[src/rtl/uart_board_loader_if.sv]
// Cell-write bus from the UART board loader toward the cell BRAM port mux.
// The loader drives every signal through the master modport.
interface uart_board_loader_if;
    logic [11:0] addr;
    logic        we;
    logic        dout;
    logic        busy;
    logic        done;
    logic        err;

    modport master (output addr, we, dout, busy, done, err);
    modport slave  (input  addr, we, dout, busy, done, err);
endinterface

[src/rtl/uart_board_loader.sv]
// Receives 'L' plus 512 bytes over 8N1 UART and writes them bit-by-bit into the 64x64 cell BRAM.
// Optional macro LOADER_CKSUM_EN: a trailing byte must equal the XOR of all data bytes.
module uart_board_loader #(
    parameter int CLKS_PER_BIT = 938,
    parameter int TIMEOUT_CLKS = 108000000
) (
    input  logic clk,
    input  logic rst_n,
    input  logic rx,
    uart_board_loader_if.master bus
);
    localparam int CW = $clog2(CLKS_PER_BIT);
    localparam int TW = $clog2(TIMEOUT_CLKS);

    typedef enum logic [1:0] {RX_IDLE, RX_START, RX_DATA, RX_STOP} rx_state_t;

    typedef enum logic [2:0] {
        IDLE,
        LOAD,
        WRITE,
`ifdef LOADER_CKSUM_EN
        CKSUM,
`endif
        FINISH
    } state_t;

    logic          rx_meta;
    logic          rx_sync;
    logic          rx_prev;
    rx_state_t     rx_state;
    logic [CW-1:0] clk_cnt;
    logic [2:0]    bit_idx;
    logic [7:0]    shift;
    logic          bit_end;
    logic          byte_ok;
    logic          frame_bad;

    state_t        state;
    logic [11:0]   addr_q;
    logic          we_q;
    logic          dout_q;
    logic          busy_q;
    logic          done_q;
    logic          err_q;
    logic [8:0]    byte_cnt;
    logic [2:0]    bit_i;
    logic [2:0]    next_i;
    logic [7:0]    data;
    logic [TW-1:0] timer;
    logic          timed_out;
`ifdef LOADER_CKSUM_EN
    logic [7:0]    xor_acc;
`endif

    assign bit_end   = (clk_cnt == CW'(CLKS_PER_BIT - 1));
    // The loader reacts on the very edge that samples the stop bit.
    assign byte_ok   = (rx_state == RX_STOP) && bit_end && rx_sync;
    assign frame_bad = (rx_state == RX_STOP) && bit_end && !rx_sync;
    assign next_i    = bit_i + 3'd1;
    assign timed_out = (timer == TW'(TIMEOUT_CLKS - 1));

    always_ff @(posedge clk) begin
        if (!rst_n) begin
            rx_meta  <= 1'b1;
            rx_sync  <= 1'b1;
            rx_prev  <= 1'b1;
            rx_state <= RX_IDLE;
            clk_cnt  <= '0;
            bit_idx  <= '0;
            shift    <= '0;
        end else begin
            rx_meta <= rx;
            rx_sync <= rx_meta;
            rx_prev <= rx_sync;
            case (rx_state)
                RX_IDLE: begin
                    clk_cnt <= '0;
                    bit_idx <= '0;
                    if (rx_prev && !rx_sync)
                        rx_state <= RX_START;
                end
                RX_START: begin
                    // A line back high at mid start bit was only a glitch.
                    if (clk_cnt == CW'(CLKS_PER_BIT / 2 - 1)) begin
                        clk_cnt  <= '0;
                        rx_state <= rx_sync ? RX_IDLE : RX_DATA;
                    end else begin
                        clk_cnt <= clk_cnt + 1'b1;
                    end
                end
                RX_DATA: begin
                    if (bit_end) begin
                        clk_cnt <= '0;
                        shift   <= {rx_sync, shift[7:1]};
                        bit_idx <= bit_idx + 3'd1;
                        if (bit_idx == 3'd7)
                            rx_state <= RX_STOP;
                    end else begin
                        clk_cnt <= clk_cnt + 1'b1;
                    end
                end
                RX_STOP: begin
                    if (bit_end) begin
                        clk_cnt  <= '0;
                        rx_state <= RX_IDLE;
                    end else begin
                        clk_cnt <= clk_cnt + 1'b1;
                    end
                end
                default: rx_state <= RX_IDLE;
            endcase
        end
    end

    always_ff @(posedge clk) begin
        if (!rst_n) begin
            state    <= IDLE;
            addr_q   <= '0;
            we_q     <= 1'b0;
            dout_q   <= 1'b0;
            busy_q   <= 1'b0;
            done_q   <= 1'b0;
            err_q    <= 1'b0;
            byte_cnt <= '0;
            bit_i    <= '0;
            data     <= '0;
            timer    <= '0;
`ifdef LOADER_CKSUM_EN
            xor_acc  <= '0;
`endif
        end else begin
            done_q <= 1'b0;
            err_q  <= 1'b0;
            case (state)
                IDLE: begin
                    if (byte_ok && shift == 8'h4C) begin
                        state    <= LOAD;
                        busy_q   <= 1'b1;
                        byte_cnt <= '0;
                        timer    <= '0;
`ifdef LOADER_CKSUM_EN
                        xor_acc  <= '0;
`endif
                    end
                end
                LOAD: begin
                    if (byte_ok) begin
                        state  <= WRITE;
                        data   <= shift;
                        timer  <= '0;
                        we_q   <= 1'b1;
                        addr_q <= {byte_cnt, 3'd0};
                        dout_q <= shift[0];
                        bit_i  <= '0;
`ifdef LOADER_CKSUM_EN
                        xor_acc <= xor_acc ^ shift;
`endif
                    end else if (frame_bad || timed_out) begin
                        state  <= IDLE;
                        err_q  <= 1'b1;
                        busy_q <= 1'b0;
                    end else begin
                        timer <= timer + 1'b1;
                    end
                end
                WRITE: begin
                    // The timer keeps running so a timeout is measured from the stop sample.
                    timer <= timer + 1'b1;
                    if (bit_i == 3'd7) begin
                        we_q <= 1'b0;
                        if (byte_cnt == 9'd511) begin
`ifdef LOADER_CKSUM_EN
                            state <= CKSUM;
`else
                            state <= FINISH;
`endif
                        end else begin
                            state    <= LOAD;
                            byte_cnt <= byte_cnt + 9'd1;
                        end
                    end else begin
                        bit_i  <= next_i;
                        addr_q <= {byte_cnt, next_i};
                        dout_q <= data[next_i];
                    end
                end
`ifdef LOADER_CKSUM_EN
                CKSUM: begin
                    if (byte_ok && shift == xor_acc) begin
                        state <= FINISH;
                    end else if (byte_ok || frame_bad || timed_out) begin
                        state  <= IDLE;
                        err_q  <= 1'b1;
                        busy_q <= 1'b0;
                    end else begin
                        timer <= timer + 1'b1;
                    end
                end
`endif
                FINISH: begin
                    state  <= IDLE;
                    done_q <= 1'b1;
                    busy_q <= 1'b0;
                end
                default: state <= IDLE;
            endcase
        end
    end

    assign bus.addr = addr_q;
    assign bus.we   = we_q;
    assign bus.dout = dout_q;
    assign bus.busy = busy_q;
    assign bus.done = done_q;
    assign bus.err  = err_q;
endmodule
[src/flat_wrapper.sv]
// flat-port wrapper written by rule: the top's interface ports become plain ports
module uart_board_loader_flat 
#(
    parameter int CLKS_PER_BIT = 938,
    parameter int TIMEOUT_CLKS = 108000000
)
  (clk, rst_n, rx, bus_addr, bus_we, bus_dout, bus_busy, bus_done, bus_err);
  uart_board_loader_if bus_i ();
  input  logic clk;
  input  logic rst_n;
  input  logic rx;
  output wire logic [$bits(bus_i.addr)-1:0] bus_addr;
  output wire logic [$bits(bus_i.we)-1:0] bus_we;
  output wire logic [$bits(bus_i.dout)-1:0] bus_dout;
  output wire logic [$bits(bus_i.busy)-1:0] bus_busy;
  output wire logic [$bits(bus_i.done)-1:0] bus_done;
  output wire logic [$bits(bus_i.err)-1:0] bus_err;
  assign bus_addr = bus_i.addr;
  assign bus_we = bus_i.we;
  assign bus_dout = bus_i.dout;
  assign bus_busy = bus_i.busy;
  assign bus_done = bus_i.done;
  assign bus_err = bus_i.err;
  uart_board_loader #(.CLKS_PER_BIT(CLKS_PER_BIT), .TIMEOUT_CLKS(TIMEOUT_CLKS)) u_core (.clk(clk), .rst_n(rst_n), .rx(rx), .bus(bus_i));
endmodule
[config.mk]
export PLATFORM = sky130hd
export DESIGN_NAME = uart_board_loader_flat
export DESIGN_NICKNAME = d
export VERILOG_FILES = /design/src/rtl/uart_board_loader_if.sv /design/src/rtl/uart_board_loader.sv /design/src/flat_wrapper.sv
export SDC_FILE = /design/constraint.sdc
export NUM_CORES = 1
export LEC_CHECK = 0
export CORE_MARGIN = 3
export CORE_UTILIZATION = 35
export CTS_CLUSTER_SIZE = 40
export DETAILED_ROUTE_END_ITERATION = 10
export GPL_ROUTABILITY_DRIVEN = 1
export HOLD_SLACK_MARGIN = 0.06
export PLACE_DENSITY = 0.58
export SETUP_SLACK_MARGIN = 0.02
export SYNTH_ARGS = -nofsm -noshare
export SYNTH_HDL_FRONTEND = slang
export SYNTH_SLANG_ARGS = --single-unit
[constraint.sdc]
create_clock -name clk -period 2.8 [get_ports clk]
set_input_delay 0.56 -clock clk [delete_from_list [all_inputs] [get_ports clk]]
set_output_delay 0.56 -clock clk [all_outputs]
set_load 0.03 [all_outputs]
==> impl_metrics.csv, run 1 <==
group,metric,value,unit
status,status,"completed",
setup_path,critical_path.startpoint_type,"flop",
drt,num_vias,3739,
floorplanning,rows,40,
placed_design,dp_hpwl,6.69,mm
power,p_int,1.96,mW
sta,finClkSkew,0.00802,ns
floorplanning,fp.coreArea,12100,um2
drt,dr.pass1.iters,4,
synthesis,yosys_warnings,0,
sta,maxSlewHeadroom,0.595,
floorplanning,io_pins,20,
floorplanning,initial_core_util,0.361,
power,power,2.57,mW
setup_path,worst_ep_required_time,3.08,ns
clock_network,clockBufferDepth,2,
setup_path,cp_max_fo,11,
job,drv_cap,0,
drt,drc_errors,0,
synthesis,synthTopCellsByArea,"dfxtp_1, nor2_1, mux2i_1",
sta,hold_violations,0,
floorplanning,dieArea,13900,um2
setup_path,slowest_delay,0.55,ns
power,p_seq_frac,0.497,
power,swShare,0.240,
worst_hold_path,hold_path_class,"flop to flop",
synthesis,syn_area,4370,um2
global_routing,grt_pass1_wl,17.2,mm
sta,setup_tns,0,ns
setup_path,crit_family,"simple AND/OR/NAND/NOR gates",
clock_network,ctsRootBufferMaster,"clkbuf_16",
setup_path,cp_num_buf_inv,1,
sta,fin_crit_sh,0.933,
power,leakagePower,1.82,nW
sta,setup_ws,0.187,ns
clock_network,cts-htree-levels,3,
setup_path,critPathKind,"flop to flop",
layout,seqCellArea,1780,um2
setup_path,reg2reg_depth,8,
setup_path,crit_chain,"inv_1 -> ha_1 -> nand4b_1 -> or4_4 -> o31a_1 -> a211o_4 -> or4_1 -> a21oi_1",
synthesis,avgSynthCellArea,8.48,um2
placed_design,gp_congestion,0.800,
synthesis,yosysTopAreaCell,"dfxtp_1",
drt,ant_nets,0,
synthesis,synth.distinct_cells,59,
global_routing,gr-max-usage-layer,"met2",
power,p_switching,0.618,mW
drt,wl,10.0,mm
power,share_comb_of_total_power,0.060,
clock_network,clkLatencyLatePin,0.35,ns
sta,max_freq,0.383,GHz
power,p_clk_frac,0.443,
sta,worst_slew_pin_slew,0.605,ns
synthesis,synth_edf_count,0,
clock_network,clk_pin_slew_worst_paths,0.06,ns
synthesis,async_flop_share,0,
layout,multiInputGateArea,2480,um2
synthesis,synth_fp_nets,532,
power,vdd_drop_max,0.000285,V
layout,area_growth_syn_to_layout,17.0,%
layout,n_fill_cell,1225,
setup_path,crit_slowest_cell,"or4_4",
layout,final_nets,553,
layout,fin_util,0.422,
sta,period_minus_slack,2.61,ns
clock_network,cts_tree,"yes",
synthesis,yosysSeqAreaShare,0.408,
layout,drive_gt1_frac,0.0924,
drt,routedWlPerCell,14.1,um
setup_path,worst-path-stages,8,
power,power-per-cell-area,504,nW/um2
sta,setup_viol,0,
global_routing,grt_usage,0.149,
drt,via_per_inst,5.27,
global_routing,met3_usage,0.0365,
global_routing,grt_pass1_vias,3579,
clock_network,cts-buffers-inserted,9,
synthesis,synth_flop_cell,"dfxtp_1",
layout,diodes,0,
synthesis,synth.top_cell.area_share,0.408,
global_routing,met1_usage,0.185,
floorplanning,die_h,118,um
global_routing,grt_max_degree,66,
drt,drt_iter0_markers,282,
sta,drv_slew,0,
floorplanning,die_width,118,um
sta,rsz0062_at_grt,"no",
setup_path,cp.arrival,2.89,ns
global_routing,antenna_found_initial,0,
synthesis,syn_inst,515,
synthesis,ys_ff_latch,89,
global_routing,grt_overflow,0,
setup_path,end_kind,"flop",
clock_network,cts.sinks,89,
placed_design,numPortBuffers,19,
placed_design,pre_cts_ws,0.104,ns
worst_hold_path,whs_path_depth,1,
global_routing,use_met2,0.252,
clock_network,post-cts-setup-buffers,0,
==> worst paths after layout <==
check                                             startpoint                           end  slack [ns]
worst max-delay path            u_core.clk_cnt[1]$_SDFF_PN0_  u_core.timer[6]$_SDFFE_PN0P_        0.19
worst min-delay path               u_core.rx_meta$_SDFF_PN1_     u_core.rx_sync$_SDFF_PN1_        0.46
worst max register to register  u_core.clk_cnt[1]$_SDFF_PN0_  u_core.timer[6]$_SDFFE_PN0P_        0.19
worst min register to register     u_core.rx_meta$_SDFF_PN1_     u_core.rx_sync$_SDFF_PN1_        0.46
==> power groups by stage <==
| stage | Sequential [mW] | Clock [mW] | Combinational (mW) |
|---|---|---|---|
| floorplan | 1.31 | 0 | 0.0985 |
| global placement | 1.31 | 0 | 0.148 |
| detailed placement | 1.31 | 0 | 0.150 |
| CTS | 1.28 | 1.17 | 0.150 |
| global route | 1.28 | 1.22 | 0.170 |
| finish | 1.28 | 1.14 | 0.155 |
==> synth_stat cells, types with 6 or more instances <==
master and instances:
a21oi_1 41, a31oi_1 8, and2_1 11, and3_1 8
clkbuf_1 21, dfxtp_1 89, ha_1 14, inv_1 6
mux2i_1 23, nand2_1 44, nand2b_1 7, nand3_1 32
nand3b_1 7, nand4b_1 7, nor2_1 65, nor3_1 11
o211ai_1 6, o21a_1 8, o21ai_0 25, or3_1 8
xor2_1 7
==> worst register-to-register path: cells and delay by family (launching register included) <==
kind	cells	cell delay (ns)
AO/OA/AOI/OAI	3	0.88
adder cells (fa/ha/maj)	1	0.15
buffers and inverters	1	0.10
flip-flops	1	0.33
AND/OR/NAND/NOR	3	1.09
==> stage by stage <==
stage          std cells  hold WS [ns]  cell area [um2]
5_1_grt              709         0.463             5110
6_report             709         0.460             5110
4_1_cts              709         0.469             5080
2_1_floorplan        515         0.386             4370
3_3_place_gp         693         0.451             4800
3_5_place_dp         693         0.457             4800
==> timing repair <==
action,CTS,global route
setup endpoints to repair,0,32
hold buffers,0,0
resized for setup,0,6
==> layer usage <==
layer / part of all wire / routed length, um
met1: 0.48 / 4800
met2: 0.48 / 4820
met3: 0.025 / 250
met4: 0.014 / 140
met5: 0 / 0
==> final cells by class <==
class	instances	share of cell area
inverters	6	0.00441
clock buffers	10	0.0468
flip-flops and latches	89	0.349
repair buffers	36	0.0646
well taps	168	0.0411
clock inverters	6	0.00857
multi-input cells	394	0.486
==> cell usage in the layout, fill, tap and decap left out, types with 2 or more instances in the layout <==
cell              n
nor4bb_1          2
o21a_1            8
clkdlybuf4s50_1  19
clkinv_4          3
dfxtp_1          88
a21boi_0          5
clkinv_2          2
and3_1            8
and4_1            4
o211ai_1          6
o22ai_1           2
nor4_1            4
a21oi_1          41
nand2_1          44
mux2i_1          23
o21ai_1           3
buf_4            16
nand4b_1          7
a32oi_1           2
nand4_1           3
nor2_1           65
mux4_2            2
or4_1             2
xor2_1            7
nand2b_1          7
inv_1             5
ha_1             14
nor3_1           11
or3_1             8
clkbuf_16         9
nor3b_1           2
o21ai_0          23
a31oi_1           8
and2_1           11
a32o_1            2
mux2_2            2
a22oi_1           5
nand3_1          32
nand3b_1          7
o41ai_1           4
==> state kept, by name (all words and copies together), names as in the netlist, 2 cells and up, named ones only <==
| signal | count |
|---|---|
| u_core.byte_cnt | 9 |
| u_core.bus.addr | 10 |
| u_core.state | 2 |
| u_core.bit_idx | 3 |
| u_core.clk_cnt | 10 |
| u_core.bit_i | 2 |
| u_core.data | 8 |
| u_core.shift | 8 |
| u_core.timer | 27 |
==> cell families (layout without fill, tap and decap cells) <==
logic type / after synthesis / count (layout) / synth area share
and+or+nand+nor: 225 / 225 / 0.263
AOI/OAI and AO/OA: 120 / 120 / 0.175
DFF: 89 / 89 / 0.408
buffers and inverters: 32 / 58 / 0.0298
muxes: 27 / 27 / 0.0682
adders and majority gates: 14 / 14 / 0.0401
xor gates and xnor gates: 8 / 8 / 0.0160
Power figures use the tool's default switching activity.
==> run 2: changes to the inputs <==
--- a/config.mk
+++ b/config.mk
@@ -5,13 +5,15 @@
 export SDC_FILE = /design/constraint.sdc
 export NUM_CORES = 1
 export LEC_CHECK = 0
+export CELL_PAD_IN_SITES_DETAIL_PLACEMENT = 1
+export CELL_PAD_IN_SITES_GLOBAL_PLACEMENT = 2
 export CORE_MARGIN = 3
 export CORE_UTILIZATION = 35
 export CTS_CLUSTER_SIZE = 40
 export DETAILED_ROUTE_END_ITERATION = 10
 export GPL_ROUTABILITY_DRIVEN = 1
 export HOLD_SLACK_MARGIN = 0.06
-export PLACE_DENSITY = 0.58
+export PLACE_DENSITY = 0.82
 export SETUP_SLACK_MARGIN = 0.02
 export SYNTH_ARGS = -nofsm -noshare
 export SYNTH_HDL_FRONTEND = slang
==> run 2 against run 1 <==
Against the previous run:
- power increased by 3.4%
- critical path depth is the same
- first-iteration DRC count down 21%
- sequential power hardly changed
- combinational power up 7%
- core utilization increased by 0.44 points
==> impl_metrics.csv, run 2 (synthesis gave the netlist of run 1 again) <==
group,metric,value,unit
status,status,"completed",
layout,multiInputGateArea,2460,um2
worst_hold_path,whs_path_depth,1,
placed_design,gp_congestion,0.796,
layout,largest_register_ffs,27,
sta,setup_viol,0,
drt,wl,11.2,mm
clock_network,cts.sinks,89,
job,drv_cap,0,
drt,via_per_inst,5.41,
sta,finClkSkew,0.00690,ns
drt,dr.pass1.iters,4,
layout,fin_area,5160,um2
floorplanning,die_width,118,um
layout,stdcell_count,715,
floorplanning,dieArea,13900,um2
setup_path,worst_ep_required_time,3.08,ns
global_routing,grt_overflow,0,
sta,max_freq,0.379,GHz
sta,fin_crit_sh,0.942,
global_routing,grt_pass1_vias,3896,
layout,diodes,0,
sta,maxSlewHeadroom,0.627,
drt,num_vias,3870,
clock_network,clkLatencyLatePin,0.35,ns
sta,hold_violations,0,
layout,layout_common_cells,"dfxtp_1, nor2_1, nand2_1, a21oi_1, nand3_1",
layout,n_fill_cell,1449,
setup_path,critPathKind,"flop to flop",
floorplanning,rows,40,
clock_network,clockBufferDepth,2,
worst_hold_path,hold_path_class,"flop to flop",
setup_path,critical_path.startpoint_type,"flop",
layout,drive_gt1_frac,0.0969,
drt,ant_nets,0,
layout,layout.cells.most_common,"dfxtp_1",
setup_path,cp.arrival,2.92,ns
clock_network,ctsHoldBuffers,0,
sta,period_minus_slack,2.64,ns
floorplanning,io_pins,20,
sta,rsz0062_at_grt,"yes",
power,vdd_drop_max,0.000320,V
power,leakagePower,1.86,nW
floorplanning,die_h,118,um
layout,final_nets,559,
power,power-per-cell-area,516,nW/um2
clock_network,clk_pin_slew_worst_paths,0.06,ns
clock_network,cts_resized,0,
drt,drc_errors,0,
power,power,2.66,mW
placed_design,placedCellCount,699,
clock_network,cts-htree-levels,3,
setup_path,cp_max_fo,11,
sta,setup_tns,0,ns
placed_design,numPortBuffers,19,
clock_network,cts-buffers-inserted,9,
placed_design,placedInstanceArea,4860,um2
global_routing,antenna_found_initial,0,
clock_network,post-cts-setup-buffers,0,
global_routing,grt_max_degree,66,
floorplanning,fp.coreArea,12100,um2
placed_design,dp_hpwl,7.80,mm
clock_network,cts_tree,"yes",
layout,area_growth_syn_to_layout,18.2,%
setup_path,reg2reg_depth,8,
floorplanning,initial_core_util,0.361,
layout,seqCellArea,1780,um2
global_routing,grt_usage,0.170,
layout,largest_register,"u_core.timer",
drt,drt_iter0_markers,223,
global_routing,grt_pass1_wl,19.5,mm
drt,routedWlPerCell,15.7,um
layout,fin_util,0.426,
sta,worst_slew_pin_slew,0.555,ns
clock_network,ctsRootBufferMaster,"clkbuf_16",
setup_path,end_kind,"flop",
sta,drv_slew,0,
[run 2: cell types whose count changed in the layout (fill, tap and decap cells not counted), sizes merged]
cell	delta
clkinv	-2
clkbuf	+2
buf	+6
clkinvlp	-1
bufinv	+1
[run 2: area by class of cell]
| type | instances | share of cell area |
|---|---|---|
| clock buffer | 12 | 0.0477 |
| clock inverter | 4 | 0.0102 |
| inverter | 6 | 0.00436 |
| multi-input combinational | 394 | 0.476 |
| sequential | 89 | 0.345 |
| tap | 168 | 0.0407 |
| timing repair buffer | 42 | 0.0758 |
[run 2: layer usage]
metal  GRT usage  vias up  wire length, um
met1       0.222     1911             5420
li1            -     1914                -
met3      0.0432       11              291
met4      0.0542        0              140
met5           0        -                0
met2       0.274       34             5340
[run 2: worst paths after layout]
path	startpoint	end	slack [ns]
worst min-delay path	u_core.rx_meta$_SDFF_PN1_	u_core.rx_sync$_SDFF_PN1_	0.46
worst max register to register	u_core.clk_cnt[1]$_SDFF_PN0_	u_core.timer[6]$_SDFFE_PN0P_	0.16
worst min register to register	u_core.rx_meta$_SDFF_PN1_	u_core.rx_sync$_SDFF_PN1_	0.46
worst max-delay path	u_core.clk_cnt[1]$_SDFF_PN0_	u_core.timer[6]$_SDFFE_PN0P_	0.16
[run 2: critical path, stage by stage (launching register included)]
cell	delay, ns
dfxtp_1	0.34
inv_1	0.11
ha_1	0.16
nand4b_1	0.14
or4_4	0.55
o31a_1	0.32
a211o_2	0.39
or4_1	0.42
a21oi_1	0.14
[run 2: power breakdown]
group | internal [mW] | switching (mW) | total [mW]
sequential | 1.27 | 0.00652 | 1.28
combinational | 0.0633 | 0.103 | 0.166
clock | 0.718 | 0.498 | 1.22
[run 2: stage by stage]
step           hold slack [ns]  worst slack [ns]
2_1_floorplan            0.386             0.286
3_5_place_dp             0.462             0.163
4_1_cts                  0.479             0.134
5_1_grt                  0.477            0.0162
6_report                 0.463             0.161
3_3_place_gp             0.452             0.198
==> run 3: changes to the inputs <==
--- a/config.mk
+++ b/config.mk
@@ -5,15 +5,16 @@
 export SDC_FILE = /design/constraint.sdc
 export NUM_CORES = 1
 export LEC_CHECK = 0
+export ABC_CLOCK_PERIOD_IN_PS = 2800
 export CELL_PAD_IN_SITES_DETAIL_PLACEMENT = 1
 export CELL_PAD_IN_SITES_GLOBAL_PLACEMENT = 2
 export CORE_MARGIN = 3
-export CORE_UTILIZATION = 35
+export CORE_UTILIZATION = 37
 export CTS_CLUSTER_SIZE = 40
 export DETAILED_ROUTE_END_ITERATION = 10
 export GPL_ROUTABILITY_DRIVEN = 1
 export HOLD_SLACK_MARGIN = 0.06
-export PLACE_DENSITY = 0.82
+export PLACE_DENSITY = 0.86
 export SETUP_SLACK_MARGIN = 0.02
 export SYNTH_ARGS = -nofsm -noshare
 export SYNTH_HDL_FRONTEND = slang
==> run 3 against run 2 <==
Against the previous run:
- critical path depth down 1
- core utilization grew 2.0 points
- sequential power about the same
- largest cell class unchanged
- highest routed layer unchanged
- clock power fell by 5%
- critical path type unchanged
- non-clock buffer count is 1 lower
- power is 1.9% lower
- global-route usage up 1.0 points
- worst hold slack got worse by 0.040 ns
- largest power group unchanged
==> impl_metrics.csv, run 3 (synthesis gave the netlist of run 1 again) <==
group,metric,value,unit
sta,period_minus_slack,2.69,ns
clock_network,cts_tree,"yes",
drt,wl,11.3,mm
clock_network,clockBufferDepth,2,
setup_path,slowest_delay,0.54,ns
setup_path,critical_path.startpoint_type,"flop",
layout,seqCellArea,1780,um2
layout,layout.cells.most_common,"dfxtp_1",
layout,largest_register,"u_core.timer",
drt,routed-wl-met2,5.31,mm
drt,dr.pass1.iters,4,
clock_network,cts-htree-levels,3,
floorplanning,die_width,115,um
drt,drt_iter0_markers,191,
drt,met1_length,5.51,mm
placed_design,gp_congestion,0.770,
floorplanning,die_h,115,um
setup_path,crit_slowest_cell,"or4_4",
clock_network,cts-buffers-inserted,9,
floorplanning,rows,39,
setup_path,critPathKind,"flop to flop",
layout,final_nets,558,
sta,setup_viol,0,
global_routing,grt_pass1_vias,3971,
setup_path,cp_num_buf_inv,0,
global_routing,antenna_found_initial,0,
sta,worst_slew_pin_slew,0.542,ns
power,power-per-cell-area,510,nW/um2
global_routing,grt_usage,0.180,
drt,routedWlPerCell,16.4,um
floorplanning,dieArea,13100,um2
sta,hold_ws,0.423,ns
layout,fin_util,0.446,
sta,hold_violations,0,
global_routing,grt_overflow,0,
clock_network,ctsRootBufferMaster,"clkbuf_16",
power,leakagePower,1.84,nW
sta,max_freq,0.372,GHz
drt,drc_errors,0,
drt,via_per_inst,5.68,
drt,ant_nets,0,
drt,wl_met3,234,um
setup_path,cp.arrival,2.97,ns
sta,rsz0062_at_grt,"yes",
sta,fin_crit_sh,0.960,
drt,dr.max_layer_used,"met4",
worst_hold_path,whs_path_depth,1,
floorplanning,fp.coreArea,11500,um2
drt,num_vias,3915,
worst_hold_path,hold_path_class,"flop to flop",
floorplanning,io_pins,20,
sta,setup_tns,0,ns
layout,multiInputGateArea,2470,um2
layout,area_growth_syn_to_layout,17.1,%
placed_design,placedInstanceArea,4820,um2
setup_path,crit_chain,"ha_1 -> nand4b_1 -> or4_4 -> o31a_1 -> a211o_2 -> or4_1 -> a21oi_1",
setup_path,worst-path-stages,7,
setup_path,worst_ep_required_time,3.08,ns
layout,fin_area,5120,um2
setup_path,cp_max_fo,11,
layout,drive_gt1_frac,0.0989,
floorplanning,initial_core_util,0.381,
sta,drv_slew,0,
global_routing,grt_pass1_wl,19.1,mm
clock_network,cts.sinks,89,
layout,n_fill_cell,1353,
clock_network,ctsHoldBuffers,0,
setup_path,crit_family,"simple AND/OR/NAND/NOR gates",
job,drv_cap,0,
power,vdd_drop_max,0.000371,V
placed_design,numPortBuffers,19,
layout,diodes,0,
layout,layout_common_cells,"dfxtp_1, nor2_1, nand2_1, a21oi_1, nand3_1",
layout,largest_register_ffs,27,
status,status,"completed",
clock_network,clk_pin_slew_worst_paths,0.07,ns
setup_path,end_kind,"flop",
sta,finClkSkew,0.00946,ns
sta,maxSlewHeadroom,0.638,
power,power,2.61,mW
clock_network,clkLatencyLatePin,0.35,ns
setup_path,reg2reg_depth,7,
placed_design,dp_hpwl,7.75,mm
global_routing,grt_max_degree,31,
-- run 3: area by class of cell --
| cell class | instances | share of cell area |
|---|---|---|
| multi-input combinational | 394 | 0.483 |
| sequential | 89 | 0.348 |
| timing repair buffer | 41 | 0.0743 |
| clock buffer | 11 | 0.0474 |
| tap | 143 | 0.0350 |
| clock inverter | 5 | 0.00783 |
| inverter | 6 | 0.00440 |
-- run 3: report_power, final --
part	switching, mW	internal, mW
Sequential	0.00657	1.27
Clock	0.531	0.631
Combinational	0.104	0.0640
Total	0.642	1.97
-- run 3: timing repair --
action	in CTS	in global routing
gates resized for setup	0	3
setup endpoints to repair	0	8
buffers inserted	0	0
-- run 3: per-layer routing --
layer  vias to the layer above  global-route usage
li1                       1923                   -
met1                      1936               0.228
met2                        40               0.299
met3                        16              0.0285
met4                         0              0.0808
met5                         -                   0
-- run 3: stage by stage --
stage | setup WS [ns] | instances
floorplan | 0.286 | 515
finish | 0.113 | 689
global route | 0.00305 | 689
global placement | 0.150 | 673
detailed placement | 0.129 | 673
CTS | 0.0968 | 689
-- run 3: worst reg2reg max path: cells and delay by family, from the launching register on --
| kind | cells | cell delay (ns) |
|---|---|---|
| adders and majority gates | 1 | 0.18 |
| and+or+nand+nor | 3 | 1.10 |
| AOI/OAI and AO/OA | 3 | 0.92 |
| DFF | 1 | 0.43 |
-- run 3: path summary, 6_finish.rpt --
path,startpoint,end,slack [ns]
setup / recovery,u_core.clk_cnt[0]$_SDFF_PN0_,u_core.timer[6]$_SDFFE_PN0P_,0.11
hold / removal,u_core.rx_meta$_SDFF_PN1_,u_core.rx_sync$_SDFF_PN1_,0.42
setup reg to reg,u_core.clk_cnt[0]$_SDFF_PN0_,u_core.timer[6]$_SDFFE_PN0P_,0.11
hold reg to reg,u_core.rx_meta$_SDFF_PN1_,u_core.rx_sync$_SDFF_PN1_,0.42
